[src/rtl/mc_pkg.sv]
// Shared types and default sizes for the Julia master-controller dispatch slice.
package mc_pkg;

  typedef enum logic [1:0] {
    IDLE     = 2'd0,
    DISPATCH = 2'd1,
    DRAIN    = 2'd2,
    DONE     = 2'd3
  } mc_state_e;

  localparam int unsigned MC_NUM_WORKERS = 4;
  localparam int unsigned MC_NUM_JOBS    = 480;
  localparam int unsigned MC_JOB_W       = 16;
  localparam int unsigned MC_TIMEOUT     = 4096;

  // Index width for an n-entry vector, never narrower than one bit.
  function automatic int unsigned idx_w(input int unsigned n);
    return (n > 1) ? $clog2(n) : 1;
  endfunction

endpackage

[src/rtl/mc_dispatch_if.sv]
// Worker-side handshake bundle: job launch, result write-back grant and error flags.
interface mc_dispatch_if #(
  parameter int unsigned NUM_WORKERS = 4,
  parameter int unsigned JOB_W       = 16
);
  localparam int unsigned WB_W = mc_pkg::idx_w(NUM_WORKERS);

  logic [NUM_WORKERS-1:0] JW_ready;
  logic [NUM_WORKERS-1:0] JW_start;
  logic [JOB_W-1:0]       job_id;
  logic [NUM_WORKERS-1:0] JW_done;
  logic [NUM_WORKERS-1:0] MC_busy;
  logic [WB_W-1:0]        wb_worker;
  logic [NUM_WORKERS-1:0] timeout_err;

  modport master (
    input  JW_ready, JW_done,
    output JW_start, job_id, MC_busy, wb_worker, timeout_err
  );

  modport slave (
    output JW_ready, JW_done,
    input  JW_start, job_id, MC_busy, wb_worker, timeout_err
  );
endinterface

[src/rtl/mc_dispatch_rr_arbiter.sv]
// Round-robin arbiter: one-hot grant starting after the last winner; pointer moves on advance.
module rr_arbiter #(
  parameter int unsigned WIDTH = 4,
  localparam int unsigned IDX_W = mc_pkg::idx_w(WIDTH)
) (
  input  logic             clk,
  input  logic             n_rst,
  input  logic [WIDTH-1:0] req,
  input  logic             advance,
  output logic [WIDTH-1:0] gnt,
  output logic [IDX_W-1:0] gnt_idx,
  output logic             gnt_valid
);
  logic [IDX_W-1:0] ptr_q, ptr_d;
  logic [IDX_W-1:0] cand;

  always_comb begin
    gnt       = '0;
    gnt_idx   = '0;
    gnt_valid = 1'b0;
    cand      = '0;
    for (int unsigned k = 0; k < WIDTH; k++) begin
      cand = IDX_W'((32'(ptr_q) + k) % WIDTH);
      if (!gnt_valid && req[cand]) begin
        gnt_valid  = 1'b1;
        gnt[cand]  = 1'b1;
        gnt_idx    = cand;
      end
    end
  end

  always_comb begin
    ptr_d = ptr_q;
    if (advance && gnt_valid) begin
      ptr_d = (gnt_idx == IDX_W'(WIDTH - 1)) ? '0 : gnt_idx + IDX_W'(1);
    end
  end

  always_ff @(posedge clk or negedge n_rst) begin
    if (!n_rst) begin
      ptr_q <= '0;
    end else begin
      ptr_q <= ptr_d;
    end
  end
endmodule

[src/rtl/mc_dispatch.sv]
// Frame-level job dispatcher and write-back arbiter for NUM_WORKERS Julia workers.
// Optional watchdog per worker is enabled by defining MC_TIMEOUT_EN.
module mc_dispatch
  import mc_pkg::*;
#(
  parameter int unsigned NUM_WORKERS = MC_NUM_WORKERS,
  parameter int unsigned NUM_JOBS    = MC_NUM_JOBS,
  parameter int unsigned JOB_W       = MC_JOB_W,
  parameter int unsigned TIMEOUT     = MC_TIMEOUT
) (
  input  logic          clk,
  input  logic          n_rst,
  input  logic          frame_start,
  output logic          frame_done,
  output logic          busy,
  mc_dispatch_if.master wif
);
  localparam int unsigned      WB_W   = idx_w(NUM_WORKERS);
  localparam int unsigned      CNT_W  = JOB_W + 1;
  localparam logic [CNT_W-1:0] JOBS_C = CNT_W'(NUM_JOBS);

  mc_state_e              state_q, state_d;
  logic [CNT_W-1:0]       next_job_q, next_job_d;
  logic [CNT_W-1:0]       completed_q, completed_d;
  logic [NUM_WORKERS-1:0] own_q, own_d;
  logic [NUM_WORKERS-1:0] start_q, start_d;
  logic [NUM_WORKERS-1:0] mc_busy_q, mc_busy_d;
  logic [JOB_W-1:0]       job_id_q, job_id_d;
  logic [WB_W-1:0]        wb_worker_q, wb_worker_d;
  logic                   frame_done_q, frame_done_d;
  logic                   busy_q, busy_d;

  logic [NUM_WORKERS-1:0] gnt_active, dsp_req, dsp_gnt, wb_req, wb_gnt;
  logic [NUM_WORKERS-1:0] tmo_fire, tmo_err;
  logic [WB_W-1:0]        dsp_idx, wb_idx;
  logic                   dsp_en, dsp_valid, wb_valid;

  // A worker whose MC_busy bit is low right now is mid-handoff: its JW_done is
  // still settling, so it is neither re-launched nor re-granted this cycle.
  assign gnt_active = ~mc_busy_q;
  assign dsp_en     = (state_q == DISPATCH) && (next_job_q != JOBS_C);
  assign dsp_req    = dsp_en ? (wif.JW_ready & ~own_q & ~gnt_active & ~tmo_err) : '0;
  assign wb_req     = wif.JW_done & own_q & ~gnt_active & ~tmo_fire;

  rr_arbiter #(.WIDTH(NUM_WORKERS)) u_dsp_arb (
    .clk(clk), .n_rst(n_rst), .req(dsp_req), .advance(dsp_en),
    .gnt(dsp_gnt), .gnt_idx(dsp_idx), .gnt_valid(dsp_valid)
  );

  rr_arbiter #(.WIDTH(NUM_WORKERS)) u_wb_arb (
    .clk(clk), .n_rst(n_rst), .req(wb_req), .advance(1'b1),
    .gnt(wb_gnt), .gnt_idx(wb_idx), .gnt_valid(wb_valid)
  );

`ifdef MC_TIMEOUT_EN
  localparam int unsigned TMO_W = $clog2(TIMEOUT) + 1;

  for (genvar gi = 0; gi < NUM_WORKERS; gi++) begin : g_tmo
    logic [TMO_W-1:0] cnt_q, cnt_d;
    logic             err_q, err_d;

    assign tmo_fire[gi] = own_q[gi] && (cnt_q == TMO_W'(TIMEOUT - 1));
    assign tmo_err[gi]  = err_q;

    always_comb begin
      cnt_d = cnt_q;
      err_d = err_q | tmo_fire[gi];
      if (start_d[gi]) cnt_d = '0;
      else if (own_q[gi]) cnt_d = cnt_q + TMO_W'(1);
    end

    always_ff @(posedge clk or negedge n_rst) begin
      if (!n_rst) begin
        cnt_q <= '0;
        err_q <= 1'b0;
      end else begin
        cnt_q <= cnt_d;
        err_q <= err_d;
      end
    end
  end
`else
  assign tmo_fire = '0;
  assign tmo_err  = '0;
`endif

  always_comb begin
    state_d      = state_q;
    next_job_d   = next_job_q;
    own_d        = own_q;
    start_d      = '0;
    job_id_d     = job_id_q;
    mc_busy_d    = '1;
    wb_worker_d  = wb_worker_q;
    frame_done_d = 1'b0;
    busy_d       = busy_q;
    // Timed-out jobs count as completed so the frame can still finish.
    completed_d  = completed_q + CNT_W'(wb_valid) + CNT_W'($countones(tmo_fire));

    if (dsp_valid) begin
      start_d[dsp_idx] = 1'b1;
      job_id_d         = next_job_q[JOB_W-1:0];
      next_job_d       = next_job_q + CNT_W'(1);
      own_d            = own_d | dsp_gnt;
    end
    if (wb_valid) begin
      mc_busy_d   = ~wb_gnt;
      wb_worker_d = wb_idx;
    end
    own_d = own_d & ~wb_gnt & ~tmo_fire;

    unique case (state_q)
      IDLE: begin
        if (frame_start) begin
          state_d     = DISPATCH;
          next_job_d  = '0;
          completed_d = '0;
          busy_d      = 1'b1;
        end
      end
      DISPATCH: if (next_job_q == JOBS_C) state_d = DRAIN;
      DRAIN: begin
        if (completed_q == JOBS_C) begin
          state_d      = DONE;
          frame_done_d = 1'b1;
          busy_d       = 1'b0;
        end
      end
      DONE:    state_d = IDLE;
      default: state_d = IDLE;
    endcase
  end

  always_ff @(posedge clk or negedge n_rst) begin
    if (!n_rst) begin
      state_q      <= IDLE;
      next_job_q   <= '0;
      completed_q  <= '0;
      own_q        <= '0;
      start_q      <= '0;
      mc_busy_q    <= '1;
      job_id_q     <= '0;
      wb_worker_q  <= '0;
      frame_done_q <= 1'b0;
      busy_q       <= 1'b0;
    end else begin
      state_q      <= state_d;
      next_job_q   <= next_job_d;
      completed_q  <= completed_d;
      own_q        <= own_d;
      start_q      <= start_d;
      mc_busy_q    <= mc_busy_d;
      job_id_q     <= job_id_d;
      wb_worker_q  <= wb_worker_d;
      frame_done_q <= frame_done_d;
      busy_q       <= busy_d;
    end
  end

  assign wif.JW_start    = start_q;
  assign wif.job_id      = job_id_q;
  assign wif.MC_busy     = mc_busy_q;
  assign wif.wb_worker   = wb_worker_q;
  assign wif.timeout_err = tmo_err;
  assign frame_done      = frame_done_q;
  assign busy            = busy_q;
endmodule

[src/flat_wrapper.sv]
// flat-port wrapper written by rule: the top's interface ports become plain ports
module mc_dispatch_flat import mc_pkg::*;
#(
  parameter int unsigned NUM_WORKERS = MC_NUM_WORKERS,
  parameter int unsigned NUM_JOBS    = MC_NUM_JOBS,
  parameter int unsigned JOB_W       = MC_JOB_W,
  parameter int unsigned TIMEOUT     = MC_TIMEOUT
)
  (clk, n_rst, frame_start, frame_done, busy, wif_JW_ready, wif_JW_done, wif_JW_start, wif_job_id, wif_MC_busy, wif_wb_worker, wif_timeout_err);
  mc_dispatch_if #(.NUM_WORKERS(NUM_WORKERS), .JOB_W(JOB_W)) wif_i ();
  input  logic clk;
  input  logic n_rst;
  input  logic frame_start;
  output logic frame_done;
  output logic busy;
  input wire logic [$bits(wif_i.JW_ready)-1:0] wif_JW_ready;
  input wire logic [$bits(wif_i.JW_done)-1:0] wif_JW_done;
  output wire logic [$bits(wif_i.JW_start)-1:0] wif_JW_start;
  output wire logic [$bits(wif_i.job_id)-1:0] wif_job_id;
  output wire logic [$bits(wif_i.MC_busy)-1:0] wif_MC_busy;
  output wire logic [$bits(wif_i.wb_worker)-1:0] wif_wb_worker;
  output wire logic [$bits(wif_i.timeout_err)-1:0] wif_timeout_err;
  assign wif_i.JW_ready = wif_JW_ready;
  assign wif_i.JW_done = wif_JW_done;
  assign wif_JW_start = wif_i.JW_start;
  assign wif_job_id = wif_i.job_id;
  assign wif_MC_busy = wif_i.MC_busy;
  assign wif_wb_worker = wif_i.wb_worker;
  assign wif_timeout_err = wif_i.timeout_err;
  mc_dispatch #(.NUM_WORKERS(NUM_WORKERS), .NUM_JOBS(NUM_JOBS), .JOB_W(JOB_W), .TIMEOUT(TIMEOUT)) u_core (.clk(clk), .n_rst(n_rst), .frame_start(frame_start), .frame_done(frame_done), .busy(busy), .wif(wif_i));
endmodule
[config.mk]
export PLATFORM = sky130hd
export DESIGN_NAME = mc_dispatch_flat
export DESIGN_NICKNAME = d
export VERILOG_FILES = /design/src/rtl/mc_pkg.sv /design/src/rtl/mc_dispatch_if.sv /design/src/rtl/mc_dispatch_rr_arbiter.sv /design/src/rtl/mc_dispatch.sv /design/src/flat_wrapper.sv
export SDC_FILE = /design/constraint.sdc
export NUM_CORES = 1
export LEC_CHECK = 0
export ABC_AREA = 1
export CORE_MARGIN = 1.5
export CORE_UTILIZATION = 29
export DETAILED_ROUTE_END_ITERATION = 12
export DONT_BUFFER_PORTS = 1
export PLACE_DENSITY = 0.44
export SETUP_SLACK_MARGIN = 0.15
export SYNTH_ARGS = -nofsm -noshare
export SYNTH_HDL_FRONTEND = slang
export SYNTH_SLANG_ARGS = --single-unit
[constraint.sdc]
create_clock -name clk -period 4.6 [get_ports clk]
set_input_delay 0.46 -clock clk [delete_from_list [all_inputs] [get_ports clk]]
set_output_delay 0.46 -clock clk [all_outputs]
set_load 0.05 [all_outputs]
# Word-level counts from Yosys, hierarchy flattened
# Cells that the tools add are included.
# word_totals
regBits	72
inputBits	11
output_inout_bits	32
word_cells	172
# op_classes
addsub	10
order_cmp	18
n_eq_ne	11
mux	78
n_bitwise	16
reduce_logical	27
# ops
cell	n
2-to-1 mux 17 bit	5
2-to-1 mux 4 bit	12
== test 17 x 9 -> 1 bit, second input constant	2
2-to-1 mux 1 bit	29
bitwise OR 4 bit	7
< comparator 2 x 3 -> 1 bit, second input constant	9
2-to-1 mux 2 bit	13
bitwise AND 4 bit	5
demux 1 bit (select 2 bit)	9
>= comparator 2 x 1 -> 1 bit, second input constant	9
adder 17 x 1 -> 17 bit	1
adder 17 x 1 -> 17 bit, second input constant	1
logical AND 1 bit	17
inequality test 17 x 9 -> 1 bit, second input constant	1
binary-select mux 1 bit (select 2 bit)	8
inverter 4 bit	4
adder 2 x 1 -> 2 bit, second input constant	4
adder 2 bit, second input constant	4
== test 2 bit, second input constant	4
one-hot mux 2 bit (4 select lines)	1
logical NOT 1 bit	6
AND reduction 3 bit	2
inequality test 2 bit, second input constant	2
== test 2 x 1 -> 1 bit, second input constant	1
other kinds (4)	4

# Logic depth before layout (Yosys ltp)
# Gate-level depths: netlist of run 1.
# logic_depth
ltp_word	21
mapped_depth	24
depth_no_buf	24

# Modules after synthesis
# A second synthesis of run 1 with hierarchy kept.
# unflattened
cells_unflattened	610
hier_area_um2	4565.6
# by_module_without_submodules
mod	n_inst	cells_per_inst	area_per_inst_um2	seq_area_each_um2
mc_dispatch	1	424	3390.8	1706.6
rr_arbiter (u_core.u_wb_arb)	1	94	610.6	50.0
rr_arbiter (u_core.u_dsp_arb)	1	92	564.3	50.0

# Worst setup path before layout of run 1
# No wires, ideal clock.
# synth_timing
path_kind	register -> register
start	register u_core.mc_busy_q[3], in the netlist u_core.wif.MC_busy[3]
end	register u_core.completed_q[16]
setup_ps	123
arrival_time_ps	3206
t_required_ps	4477
slack_ps	1271
stages_incl_launch_ff	21
path_buffers	0
synth_period_minus_slack_ps	3329
cell_sequence	dfstp_2 nand3_1 o21ai_0 nand2_1 o21ai_1 nor2_1 nand2_1 inv_1 nand2_1 ha_1 ha_1 nand2_1 inv_1 nand4_1 nor3_1 nand2_1 nor3_1 and3_1 nand2_1 o21ai_0 a21oi_1
# synth_between
elab_chain_len	18
elab_cells_between_ends	24
classes_between	add/sub (1); mux (14); bitwise (3); reduce/logical (6)
# synth_rtl
item	line_no	source
start: declaration	mc_dispatch.sv:27	logic [NUM_WORKERS-1:0] mc_busy_q, mc_busy_d;
start signal: assignment	mc_dispatch.sv:152	mc_busy_q <= mc_busy_d;
inverter 4 bit (*)	mc_dispatch.sv:40	assign gnt_active = ~mc_busy_q;
inverter 4 bit (*)	mc_dispatch.sv:43	assign wb_req = wif.JW_done & own_q & ~gnt_active & ~tmo_fire;
bitwise AND 4 bit (*)	mc_dispatch.sv:43	
binary-select mux 1 bit (select 2 bit)	mc_dispatch_rr_arbiter.sv:24	if (!gnt_valid && req[cand]) begin
2-to-1 mux 1 bit (implied by the code)	mc_dispatch_rr_arbiter.sv:24	
2-to-1 mux 1 bit	mc_dispatch_rr_arbiter.sv:24	
logical NOT 1 bit	mc_dispatch_rr_arbiter.sv:24	
logical AND 1 bit	mc_dispatch_rr_arbiter.sv:24	
(+3 left out)	n/a	
2-to-1 mux 1 bit	mc_dispatch_rr_arbiter.sv:24	
logical NOT 1 bit	mc_dispatch_rr_arbiter.sv:24	
logical AND 1 bit	mc_dispatch_rr_arbiter.sv:24	
2-to-1 mux 1 bit (*)	mc_dispatch_rr_arbiter.sv:24	
adder 17 x 1 -> 17 bit (*)	mc_dispatch.sv:98	completed_d = completed_q + CNT_W'(wb_valid) + CNT_W'($countones(tmo_fire));
2-to-1 mux 17 bit	mc_dispatch.sv:114	if (frame_start) begin
2-to-1 mux 17 bit (*)	mc_dispatch.sv:112	unique case (state_q)
named net u_core.completed_d[16]	mc_dispatch.sv:24	logic [CNT_W-1:0] completed_q, completed_d;
end signal: assignment	mc_dispatch.sv:149	completed_q <= completed_d;
end: declaration	mc_dispatch.sv:24	
# The timed path passes the listed nets; every way through them passes the cells marked *. The select of a mux whose other input is x is not followed.
# A chain may end at the register's enable or synchronous reset.

# Worst setup path in the final report of run 1
# Ends and elaborated chain as after synthesis.

==> impl_metrics.env, run 1 <==
export IMPL_final_setup_skew_ns=0.00597
export IMPL_initial_core_util_pct=30.0
export IMPL_cts_root_buf="clkbuf_16"
export IMPL_end_kind="flop"
export IMPL_antenna_found_initial=0
export IMPL_die_area_sq_um=15200
export IMPL_cp_start_kind="flop"
export IMPL_cp_required_ns=4.82
export IMPL_finalSetupViolations=0
export IMPL_syn_avg_cell_area_sq_um=7.60
export IMPL_finalNetCount=582
export IMPL_syn2layout_area_growth_pct=10.1
export IMPL_clkTransAtPathRegs_ns=0.06
export IMPL_yosysTopAreaCell="dfrtp_1"
export IMPL_drive_gt1_share_pct=6.31
export IMPL_worst_slew_pin_slew_ns=0.751
export IMPL_clock_latency_ns=0.34
export IMPL_wl_per_cell_um=13.1
export IMPL_pre_cts_ws_ns=0.738
export IMPL_rsz0062_at_grt="no"
export IMPL_r2r_end="u_core.completed_q[16]"
export IMPL_clock_path_buffers=2
export IMPL_regToRegStartpoint="u_core.wif.MC_busy[3]"
export IMPL_ff2ff_path_depth=20
export IMPL_tns_ns=0
export IMPL_pin_count=43
export IMPL_switching_power_uw=825
export IMPL_yosys_top_cells_area="dfrtp_1 41%, nand2_1 14%, ha_1 6.3%, inv_1 5.8%, nor2_1 5.3%"
export IMPL_power_internal_mw=1.36
export IMPL_total_power_mw=2.19
export IMPL_cts_resized=0
export IMPL_async_flop_share_pct=100
export IMPL_maxSlewViolCount=0
export IMPL_combPwrFrac_pct=28.2
export IMPL_gp_congestion=0.848
export IMPL_syn_inst=552
export IMPL_diodes=0
export IMPL_fp_dieH_um=123
export IMPL_powerDensity_nw_per_um2=473
export IMPL_r2r_slack_ns=0.73
export IMPL_hold_viol=2
export IMPL_vias=3469
export IMPL_hold_class="primary input to async pin"
export IMPL_switching_share_pct=37.7
export IMPL_synth_edf_count=0
export IMPL_critical_path_startpoint="u_core.wif.MC_busy[3]"
export IMPL_io_buffers=0
export IMPL_dpl_instance_area_sq_um=4310
export IMPL_core_area_sq_um=14000
export IMPL_final_common_cell="nand2_1"
export IMPL_track_usage_pct=14.1
export IMPL_status="finished, violations left"
export IMPL_fin_ws_ns=0.731
export IMPL_crit_end="u_core.completed_q[16]"
export IMPL_seq_area_frac_synth_pct=43.0
export IMPL_grt_start_max_net_pins=73
export IMPL_fin_hold_ws_ns=-0.0101
export IMPL_synth_ff_type="dfrtp_1"
export IMPL_violations="hold timing"
export IMPL_cts_tree="built"
export IMPL_crit_type="flop to flop"
export IMPL_drc_errors=0
export IMPL_cts_buffers=9
export IMPL_ys_ff_latch=72
export IMPL_finalInstanceArea_sq_um=4620
export IMPL_grt_ovfl_total=0
export IMPL_antenna_left=0
export IMPL_postCtsSetupBuffers=0
export IMPL_ys_warn_count=0
export IMPL_period_minus_slack_ns=3.87
export IMPL_seqPwrFrac_pct=40.6
export IMPL_synth_distinct_cells=35
export IMPL_synth_top_area_share_pct=40.5
export IMPL_syn_cell_area_sq_um=4200
export IMPL_htree_levels=3
export IMPL_grt_pass1_wl_um=16600
export IMPL_p_leak_nw=2.37
export IMPL_dieWidth_um=123
export IMPL_layout_common_cells="152 x nand2_1, 68 x dfrtp_1, 65 x inv_1, 59 x nor2_1, 32 x nand3_1"
export IMPL_layout_cells_non_filler=735
export IMPL_post_place_cells=718
export IMPL_fmax_mhz=258
export IMPL_dr_pass1_iters=4
export IMPL_cts_hold_buf=1
export IMPL_post_route_period_util_pct=84.1
export IMPL_slew_headroom_pct=49.8
export IMPL_path_max_fanout=6
export IMPL_grt_pass1_vias=3404
export IMPL_rows=43
export IMPL_fin_util_pct=33.0
export IMPL_viasPerCell=4.72
export IMPL_ir_worst_vdd_mv=0.288
export IMPL_hpwl_um=6800
export IMPL_drv_cap=0
export IMPL_wl_um=9640
export IMPL_clkSinkCount=72
export IMPL_dr_first_iter_drc_count=137
export IMPL_cp_arrival_ns=4.09
export IMPL_clock_power_share_pct=31.2
## power by group through the flow
stage	combinational, mW	sequential [mW]	clock, mW
floorplan	0.484	0.874	0
global placement	0.597	0.901	0
detailed placement	0.609	0.899	0
CTS	0.628	0.889	0.703
global route	0.741	0.903	0.739
finish	0.617	0.887	0.681
## per-layer routing
layer / up-vias / share of wire, % / track usage, %
met1: 1633 / 49 / 18.5
met5: - / 0 / 0
li1: 1769 / - / -
met3: 13 / 3.8 / 3.00
met2: 54 / 45 / 21.9
met4: 0 / 2.1 / 6.82
## cells by family (layout without fill, tap and decap cells)
logic type	Yosys count	count (layout)	synth area share [%]
compound gates	77	77	9.93
xor+xnor	7	7	1.46
fa+ha+maj	21	21	6.26
buf+inv	87	87	9.24
flops	72	72	43.0
other cells	1	4	0.0893
simple gates	287	287	30.0
## worst min path at each step
| stage | start | to | slack [ns] | cells after the start |
|---|---|---|---|---|
| final | n_rst | u_core.wif.job_id[6] | -0.01 | 1 |
| after global routing | n_rst | u_core.wif.job_id[6] | 0.03 | 1 |
| after CTS | n_rst | u_core.wif.job_id[6] | 0.02 | 1 |
| after detailed placement | n_rst | u_core.wif.job_id[6] | 0.17 | 0 |
| after global placement | n_rst | u_core.wif.job_id[6] | 0.17 | 0 |
| after floorplan | n_rst | async pin | 0.16 | 0 |
## critical path: stages (launching register included)
cell	delay (ns)
dfstp_2	0.70
nand3_1	0.13
o21ai_0	0.24
nand2_1	0.10
o21ai_1	0.24
nor2_1	0.12
nand2_1	0.13
inv_1	0.06
nand2_1	0.13
ha_1	0.19
ha_1	0.17
nand2_1	0.05
inv_1	0.08
nand4_1	0.14
nor3_1	0.32
nand2_1	0.14
nor3_1	0.27
and3_1	0.23
nand2_1	0.07
o21ai_0	0.16
a21oi_1	0.06
## cell type report
type | instances | area, sq um
tap | 180 | 225
fill | 1515 | 9370
clock inverter | 4 | 45.0
inverter | 69 | 259
multi-input combinational | 396 | 2010
timing repair buffer | 2 | 35.0
sequential | 72 | 1810
clock buffer | 12 | 236
## cells in the mapped netlist, types with 3 or more instances
| cell type | instances |
|---|---|
| nand2_1 | 152 |
| inv_1 | 65 |
| nand4_1 | 13 |
| inv_2 | 3 |
| nor4_1 | 5 |
| dfstp_2 | 4 |
| o211ai_1 | 9 |
| xor2_1 | 7 |
| and3_1 | 5 |
| a21oi_1 | 28 |
| ha_1 | 21 |
| buf_2 | 4 |
| nor2_1 | 59 |
| dfrtp_1 | 68 |
| buf_4 | 8 |
| o21ai_0 | 30 |
| nand3_1 | 32 |
| nor3_1 | 8 |
| o21ai_1 | 7 |
| nand3_2 | 3 |
| clkbuf_1 | 3 |
## sequential cells by signal (all words and copies together), names as in the netlist, named ones only
signal and cells:
u_core.busy 1, u_core.completed_q 17, u_core.frame_done 1, u_core.next_job_q 17, u_core.own_q 4, u_core.state_q 2, u_core.u_dsp_arb.ptr_q 2, u_core.u_wb_arb.ptr_q 1
u_core.wif.JW_start 4, u_core.wif.MC_busy 4, u_core.wif.job_id 16, u_core.wif.wb_worker 2
No activity file was read; power rests on OpenSTA's default activity.
==> run 2: changes to the inputs <==
- PLACE_DENSITY: 0.44 -> 0.45
- clock period: 4.6 -> 3.37 ns (I/O delays scaled with it)
==> run 2 against run 1 <==
  * The run now ends clean
  * Die area stayed put
  * Maximum frequency is 29% higher
  * Sequential share of layout area is 2.2 points lower
  * Clock skew hardly changed
  * Sequential power is 30% higher
  * Critical endpoint is now u_core.completed_q[15]
==> impl_metrics.env, run 2 (synthesis results as in run 1) <==
export IMPL_status="finished clean"
export IMPL_clkSinkCount=72
export IMPL_drc_errors=0
export IMPL_powerDensity_nw_per_um2=678
export IMPL_wl_um=9840
export IMPL_rsz0062_at_grt="yes"
export IMPL_clock_latency_ns=0.34
export IMPL_finalSetupViolations=0
export IMPL_cp_required_ns=3.60
export IMPL_layout_cells_non_filler=755
export IMPL_pin_count=43
export IMPL_ir_worst_vdd_mv=0.604
export IMPL_initial_core_util_pct=30.0
export IMPL_gp_congestion=0.863
export IMPL_maxSlewViolCount=0
export IMPL_final_common_cell="nand2_1"
export IMPL_fmax_mhz=334
export IMPL_grt_pass1_vias=3311
export IMPL_track_usage_pct=13.6
export IMPL_post_route_period_util_pct=88.9
export IMPL_final_setup_skew_ns=0.00620
export IMPL_fin_hold_ws_ns=0.0774
export IMPL_syn2layout_area_growth_pct=16.7
export IMPL_cts_tree="built"
export IMPL_antenna_left=0
export IMPL_fp_dieH_um=123
export IMPL_path_max_fanout=6
export IMPL_p_leak_nw=2.48
export IMPL_post_place_cells=729
export IMPL_slew_headroom_pct=60.0
export IMPL_crit_family="simple AND/OR/NAND/NOR gates"
export IMPL_hpwl_um=6790
export IMPL_dr_first_iter_drc_count=162
export IMPL_diodes=0
export IMPL_hold_viol=0
export IMPL_tns_ns=0
export IMPL_drive_gt1_share_pct=14.1
export IMPL_grt_start_max_net_pins=73
export IMPL_die_area_sq_um=15200
export IMPL_io_buffers=0
export IMPL_vias=3496
export IMPL_crit_slowest_cell="dfrtp_1"
export IMPL_slowest_delay_ns=0.35
export IMPL_rows=43
export IMPL_cts_root_buf="clkbuf_16"
export IMPL_wl_per_cell_um=13.0
export IMPL_layout_common_cells="147 x nand2_1, 68 x dfrtp_1, 62 x inv_1, 52 x nor2_1, 31 x nand3_1"
export IMPL_finalNetCount=602
export IMPL_hold_class="primary input to flop"
export IMPL_grt_ovfl_total=0
export IMPL_viasPerCell=4.63
export IMPL_cp_num_buf_inv=6
export IMPL_crit_chain="inv_2 > ha_4 > inv_1 > nor2_2 > a21oi_2 > inv_1 > nor2_2 > nand2_2 > inv_2 > nand2_2 > ha_4 > nand3_4 > nor2_2 > nand2_1 > nor2_2 > inv_1 > nor2_2 > inv_2 > nor3_4 > nand2_1 > nor3b_2 > nand3_1 > nand2_1 > nor2_1"
export IMPL_dr_pass1_iters=6
export IMPL_drv_cap=0
export IMPL_cts_buffers=9
export IMPL_crit_top_cell="nor2_2"
export IMPL_dieWidth_um=123
export IMPL_core_area_sq_um=14000
export IMPL_antenna_found_initial=0
export IMPL_cp_start_kind="flop"
export IMPL_htree_levels=3
export IMPL_clock_path_buffers=2
export IMPL_worst_slew_pin_slew_ns=0.595
export IMPL_end_kind="flop"
export IMPL_period_minus_slack_ns=2.99
export IMPL_crit_type="flop to flop"
export IMPL_clkTransAtPathRegs_ns=0.06
export IMPL_grt_pass1_wl_um=16100
export IMPL_cp_arrival_ns=3.22
run 2: path summary, 6_finish.rpt:
path	startpoint	end	slack (ns)	depth (start not counted)
hold reg to reg	u_core.completed_q[16]	u_core.completed_q[16]	0.54	2
min in group asynchronous	n_rst	u_core.own_q[3]	0.52	2
setup / recovery	u_core.u_wb_arb.ptr_q[1]	u_core.completed_q[15]	0.38	24
max in group asynchronous	n_rst	u_core.wif.JW_start[2]	2.51	2
setup reg to reg	u_core.u_wb_arb.ptr_q[1]	u_core.completed_q[15]	0.38	24
hold / removal	frame_start	u_core.next_job_q[15]	0.08	1
run 2: area by class of cell:
cell class                 instances  area, sq um
clock inverter                     6         60.1
sequential                        72         1810
multi-input combinational        396         2130
fill                            1482         9090
tap                              180          225
timing repair buffer              22          188
clock buffer                      10          229
inverter                          69          262
run 2: per-layer routing:
layer / wire [um] / share of wire, % / global-route usage, % / up-vias
met4: 118 / 1.2 / 4.09 / 0
met2: 4600 / 47 / 21.9 / 63
met3: 456 / 4.6 / 3.92 / 10
li1: - / - / - / 1802
met5: 0 / 0 / 0 / -
met1: 4670 / 47 / 17.7 / 1621
run 2: what timing repair did:
item / 4_1_cts / 5_1_grt
hold buffers: 2 / 0
gates resized for setup: 2 / 33
pin swaps: 0 / 17
hold endpoints to repair: 72 / 0
setup endpoints to repair: 2 / 6
setup buffers: 0 / 8
run 2: where the power goes:
group | internal (mW) | total, mW | switching (mW)
clock network | 0.569 | 0.951 | 0.382
registers | 1.01 | 1.15 | 0.144
logic | 0.468 | 1.22 | 0.750
run 2: metrics by stage:
stage / power (mW) / setup slack (ns) / cell area (sq um) / util, %
after global placement: 2.12 / 0.267 / 4400 / 31.5
after global routing: 3.58 / 0.0760 / 4900 / 35.0
after detailed placement: 2.12 / 0.127 / 4400 / 31.5
final: 3.32 / 0.376 / 4900 / 35.0
after CTS: 3.12 / 0.155 / 4740 / 33.9
after floorplan: 1.86 / 0.193 / 4220 / -
